--- config.mk ---
export PLATFORM = sky130hd
export DESIGN_NAME = motoro3_line_step_sequencer
export DESIGN_NICKNAME = d
export VERILOG_FILES = /design/src/rtl/motoro3_line_step_sequencer.sv
export SDC_FILE = /design/constraint.sdc
export NUM_CORES = 1
export LEC_CHECK = 0
export ABC_AREA = 1
export CAP_MARGIN = 20
export CORE_UTILIZATION = 52
export CTS_BUF_LIST = sky130_fd_sc_hd__clkbuf_16
export DETAILED_ROUTE_END_ITERATION = 6
export HOLD_SLACK_MARGIN = 0.02
export PLACE_DENSITY = 0.72
export SETUP_SLACK_MARGIN = 0.2
export SLEW_MARGIN = 10
export SYNTH_ARGS = -nofsm -noshare
export SYNTH_HDL_FRONTEND = slang
export SYNTH_SLANG_ARGS = --single-unit
--- constraint.sdc ---
create_clock -name clk -period 4.8 [get_ports clk]
set_input_delay 0.72 -clock clk [delete_from_list [all_inputs] [get_ports clk]]
set_output_delay 0.72 -clock clk [all_outputs]
set_load 0.02 [all_outputs]
--- src/rtl/motoro3_line_step_sequencer.sv ---
// Line step time base for the 3-phase line calculator: walks lcStep through the
// line, latching the upstream period/step lengths once per step and counting PWM periods.
module motoro3_line_step_sequencer #(
  parameter logic [3:0]  LAST_STEP = 4'd15,
  parameter logic [15:0] MIN_PL    = 16'd2
) (
  input  logic        clk,
  input  logic        nRst,
  input  logic        m3r_stepEnable,
  input  logic [15:0] plLen,
  input  logic [15:0] slLen,
  output logic [3:0]  lcStep,
  output logic [15:0] pwmCnt,
  output logic        pwmStart,
  output logic        stepStart,
  output logic        lineCycleDone,
  output logic        busy
);

  typedef enum logic [1:0] {
    ST_IDLE,
    ST_SETTLE,
    ST_RUN
  } state_e;

  state_e      state_q, state_d;
  logic [3:0]  lc_step_q, lc_step_d;
  logic [15:0] pwm_cnt_q, pwm_cnt_d;
  logic [15:0] per_cnt_q, per_cnt_d;
  logic [15:0] pl_len_q, pl_len_d;
  logic [15:0] sl_len_q, sl_len_d;
  logic        wrap_q, wrap_d;
  logic        line_done_q, line_done_d;
  logic        pwm_last;
  logic        step_last;

  always_comb begin
    // NOTE: every *_d gets its default first, so no path leaves a latch behind.
    state_d     = state_q;
    lc_step_d   = lc_step_q;
    pwm_cnt_d   = pwm_cnt_q;
    per_cnt_d   = per_cnt_q;
    pl_len_d    = pl_len_q;
    sl_len_d    = sl_len_q;
    wrap_d      = 1'b0;
    line_done_d = 1'b0;

    // Latched lengths are never below 1, so the minus-one compares cannot underflow.
    pwm_last  = (pwm_cnt_q == pl_len_q - 16'd1);
    step_last = pwm_last && (per_cnt_q == sl_len_q - 16'd1);

    unique case (state_q)
      ST_IDLE: begin
        lc_step_d = 4'd0;
        pwm_cnt_d = 16'd0;
        per_cnt_d = 16'd0;
        if (m3r_stepEnable) state_d = ST_SETTLE;
      end

      ST_SETTLE: begin
        pwm_cnt_d = 16'd0;
        per_cnt_d = 16'd0;
        if (!m3r_stepEnable) begin
          state_d   = ST_IDLE;
          lc_step_d = 4'd0;
        end else begin
          pl_len_d    = (plLen < MIN_PL) ? MIN_PL : plLen;
          sl_len_d    = (slLen == 16'd0) ? 16'd1 : slLen;
          line_done_d = wrap_q;
          state_d     = ST_RUN;
        end
      end

      ST_RUN: begin
        if (!m3r_stepEnable) begin
          // Disable beats a coincident end-of-step: no advance, no completion pulse.
          state_d   = ST_IDLE;
          lc_step_d = 4'd0;
          pwm_cnt_d = 16'd0;
          per_cnt_d = 16'd0;
        end else if (step_last) begin
          lc_step_d = (lc_step_q == LAST_STEP) ? 4'd0 : lc_step_q + 4'd1;
          wrap_d    = (lc_step_q == LAST_STEP);
          pwm_cnt_d = 16'd0;
          per_cnt_d = 16'd0;
          state_d   = ST_SETTLE;
        end else if (pwm_last) begin
          pwm_cnt_d = 16'd0;
          per_cnt_d = per_cnt_q + 16'd1;
        end else begin
          pwm_cnt_d = pwm_cnt_q + 16'd1;
        end
      end

      default: state_d = ST_IDLE;
    endcase
  end

  always_ff @(posedge clk or negedge nRst) begin
    if (!nRst) begin
      state_q     <= ST_IDLE;
      lc_step_q   <= 4'd0;
      pwm_cnt_q   <= 16'd0;
      per_cnt_q   <= 16'd0;
      pl_len_q    <= MIN_PL;
      sl_len_q    <= 16'd1;
      wrap_q      <= 1'b0;
      line_done_q <= 1'b0;
    end else begin
      // NOTE: non-blocking so every flop samples the pre-edge values of the others.
      state_q     <= state_d;
      lc_step_q   <= lc_step_d;
      pwm_cnt_q   <= pwm_cnt_d;
      per_cnt_q   <= per_cnt_d;
      pl_len_q    <= pl_len_d;
      sl_len_q    <= sl_len_d;
      wrap_q      <= wrap_d;
      line_done_q <= line_done_d;
    end
  end

  assign lcStep        = lc_step_q;
  assign pwmCnt        = pwm_cnt_q;
  assign pwmStart      = (state_q == ST_RUN) && (pwm_cnt_q == 16'd0);
  assign stepStart     = pwmStart && (per_cnt_q == 16'd0);
  assign lineCycleDone = line_done_q;
  assign busy          = (state_q != ST_IDLE);

endmodule
==> run summary <==
======================================================================================
Area taken by flip-flops and latches .................................... 0.00180 sq mm
Total internal power ....................................................      1.25 mW
Number of core rows .....................................................           34
Layout cells sized above 1 ..............................................       0.0559
Clock tree sinks ........................................................           72
CTS tree ................................................................          yes
Cell depth of the worst flop-to-flop path ...............................           17
Slew headroom ...........................................................        0.529
Placed cell count .......................................................          861
Effective utilization at floorplan ......................................        0.540
Multi-input combinational cell area ..................................... 0.00255 sq mm
Total power .............................................................      1.96 mW
Post-synthesis average cell area ........................................   6.73 sq um
Final-report max-slew violation count ...................................            0
Crit Path Class .........................................................      reg2out
# setup viols final .....................................................            0
Fill cells ..............................................................          809
Worst clock skew on the final layout ....................................   0.00764 ns
ANT nets after route ....................................................            0
Required time reported for the critical path endpoint ...................      4.08 ns
Final Instance Area ..................................................... 0.00571 sq mm
Sequential area share after synthesis ...................................        0.381
Final critical path time including I/O delays and setup .................      3.05 ns
Worst Setup Slack, final ................................................      1.75 ns
Leakage power of the design .............................................      2.69 nW
Crit path capture type .................................................. primary output
Clk network pwr share ...................................................        0.335
Clock latency at the later pin of the worst-skew pair ...................      0.34 ns
Place WS ................................................................      2.08 ns
Number of CTS-inserted buffers ..........................................            9
Largest vdd supply drop .................................................     0.175 mV
Crit Reg-Reg Startpoint .................................................  pl_len_q[1]
Class of the worst hold path ............................................     in2async
Syn-to-layout area delta ................................................        20.6%
Maximum number of pins on one net before global-route repair ............           49
GRT Overall Usage .......................................................        0.276
Met1 wire length ........................................................      5.06 mm
Most common cell after layout, fill and taps aside ...................... sky130_fd_sc_hd__nand2_1
Number of primary I/O pins ..............................................           59
DRC violation total after the first TritonRoute iteration ...............          185
Aggregate global routing overflow .......................................            0
Amount of wire on met2 after detailed routing ...........................      6.29 mm
Combinational power share ...............................................        0.272
Number of nets in the layout ............................................          806
Net load switching power ................................................     0.717 mW
CTS clock-pin slew for the worst setup and hold paths ...................      0.07 ns
Final routed DRC violation total ........................................            0
Final Hold Slack ........................................................     0.424 ns
Average via count per standard cell .....................................         5.29
Clock buffer depth ......................................................            2
Wire length reported by the detailed router .............................      12.3 mm
Register bit total from synthesis .......................................           72
Max-cap viol count ......................................................            0
Non-filler instance count after layout ..................................          877
Total number of vias ....................................................         4635
Top routing layer used ..................................................         met4
Width of the die ........................................................      97.4 um
Half-perimeter wire length after placement ..............................      9.35 mm
Slew at the pin closest to its max-slew limit ...........................     0.706 ns
Wire length of the first global-routing pass ............................      21.0 mm
Final core utilization ..................................................        0.651
Endpoint of the worst register-to-register path ......................... per_cnt_q[2]
Top achievable clock speed ..............................................    0.328 GHz
Worst Setup Start Kind ..................................................         flop
Power density over the cells ............................................  344 mW/mm^2
Tcrit/Tclk final ........................................................        0.636
Worst-path cell chain ................................................... inv_1 -> ha_1 -> nand4_1 -> nor4_1 -> nand3_1 -> nor3_1 -> clkdlybuf4s50_1
# diodes ................................................................            0
Count of cells resized by post-cts repair ...............................            0
Detailed-router iteration count before antenna repair ...................            4
Top fanout value on the critical path ...................................            6
Depth of the CTS H-tree .................................................            3
Final routed wire length divided by cell count ..........................      14.1 um
Post-CTS setup-driven buffer insertion count ............................            0
Area of the mapped netlist .............................................. 0.00473 sq mm
Area enclosed by the die boundary ....................................... 0.00949 sq mm
Signal arrival time at the worst endpoint ...............................      2.33 ns
WL met3 .................................................................       610 um
Floorplan core area ..................................................... 0.00876 sq mm
Switching share of total power ..........................................        0.365
Count of final hold-check violations ....................................            0
Antenna violations before repair ........................................            0
Status .................................................................. finished, final reports clean
Hold-fix buffers, CTS ...................................................            0
Instance area after placement ........................................... 0.00542 sq mm
Vias in the first global route ..........................................         4726
Highest-count cells in the layout ignoring fill and taps ................ sky130_fd_sc_hd__nand2_1, sky130_fd_sc_hd__nor2_1, sky130_fd_sc_hd__inv_1
Proportion of power drawn by flip-flops and latches .....................        0.393
Vertical die dimension ..................................................      97.4 um
Port buffer count .......................................................           58
Placer Congestion .......................................................        0.953
Buffer type at the clock tree root ...................................... sky130_fd_sc_hd__clkbuf_16
Largest stage delay on the critical path ................................      0.63 ns
Warnings, synthesis .....................................................            0
Setup repair after global routing missed its margin .....................        false
Cell count after synthesis ..............................................          703
Number of library cell types mapped by synthesis ........................           32
Worst setup slack for register-to-register paths ........................      2.03 ns
Total negative setup slack ..............................................         0 ns
Number of nets produced by synthesis ....................................          745
Library cell contributing the largest single delay on the critical path . sky130_fd_sc_hd__clkdlybuf4s50_1
======================================================================================
==> worst max-delay path by stage <==
stage | from | endpoint | slack, ns | depth (start not counted)
6_report | per_cnt_q[0] | stepStart | 1.75 | 7
5_1_grt | per_cnt_q[0] | stepStart | 1.51 | 7
4_1_cts | per_cnt_q[0] | stepStart | 1.78 | 7
3_5_place_dp | m3r_stepEnable | pl_len_q[1] | 2.08 | 7
3_3_place_gp | m3r_stepEnable | pl_len_q[1] | 2.12 | 7
2_1_floorplan | pl_len_q[1] | per_cnt_q[5] | 2.62 | 19
==> state kept, by name, indices dropped and copies added (netlist names) <==
register / cells
lcStep: 4
lineCycleDone: 1
per_cnt_q: 16
pl_len_q: 16
pwmCnt: 16
sl_len_q: 16
state_q: 2
wrap_q: 1
==> power by group through the flow <==
stage	clock network [mW]	registers [mW]	logic [mW]
2_1_floorplan	0	0.758	0.394
3_3_place_gp	0	0.779	0.518
3_5_place_dp	0	0.781	0.530
4_1_cts	0.669	0.771	0.534
5_1_grt	0.694	0.781	0.616
6_report	0.658	0.772	0.533
==> routing by layer <==
layer	vias up	global-route usage
met5	-	0
met4	0	0.126
met3	31	0.0489
met2	137	0.506
met1	2127	0.311
li1	2340	-
==> cells in the mapped netlist, drive strengths merged <==
master / count / area share
nand2: 230 / 0.19
dfstp: 2 / 0.011
clkbuf: 8 / 0.0063
buf: 2 / 0.0034
o21ai: 31 / 0.033
nand4: 11 / 0.015
a21oi: 5 / 0.0077
nor2: 115 / 0.098
or2: 1 / 0.0013
ha: 7 / 0.019
and3: 1 / 0.0013
xnor2: 12 / 0.022
a22oi: 2 / 0.0032
clkinv: 1 / 0.00079
inv: 88 / 0.070
nor4: 13 / 0.017
dfrtp: 70 / 0.37
nand3b: 9 / 0.014
nor3: 17 / 0.019
nand3: 53 / 0.056
xor2: 21 / 0.039
nor3b: 2 / 0.0032
o22ai: 2 / 0.0026
==> worst max-delay path: cells and delay by family (launching register included) <==
| kind | cells | cell delay, ns |
|---|---|---|
| simple gates | 4 | 0.65 |
| fa+ha+maj | 1 | 0.15 |
| buf+inv | 2 | 0.75 |
| flops | 1 | 0.45 |
==> layout make-up <==
| cell class | instances | area share |
|---|---|---|
| well taps | 108 | 0.0237 |
| multi-input cells | 532 | 0.447 |
| clock buffers | 9 | 0.0395 |
| repair buffers | 60 | 0.103 |
| clock inverters | 7 | 0.0112 |
| inverters | 89 | 0.0585 |
| flip-flops and latches | 72 | 0.316 |
==> kinds of logic (layout without fill, tap and decap cells) <==
family,Yosys count,count (layout),share of synthesized area
simple gates,452,452,0.413
buf+inv,99,165,0.0804
flops,72,72,0.381
compound gates,40,40,0.0463
xor+xnor,33,33,0.0611
fa+ha+maj,7,7,0.0185
Power figures use the tool's default switching activity.
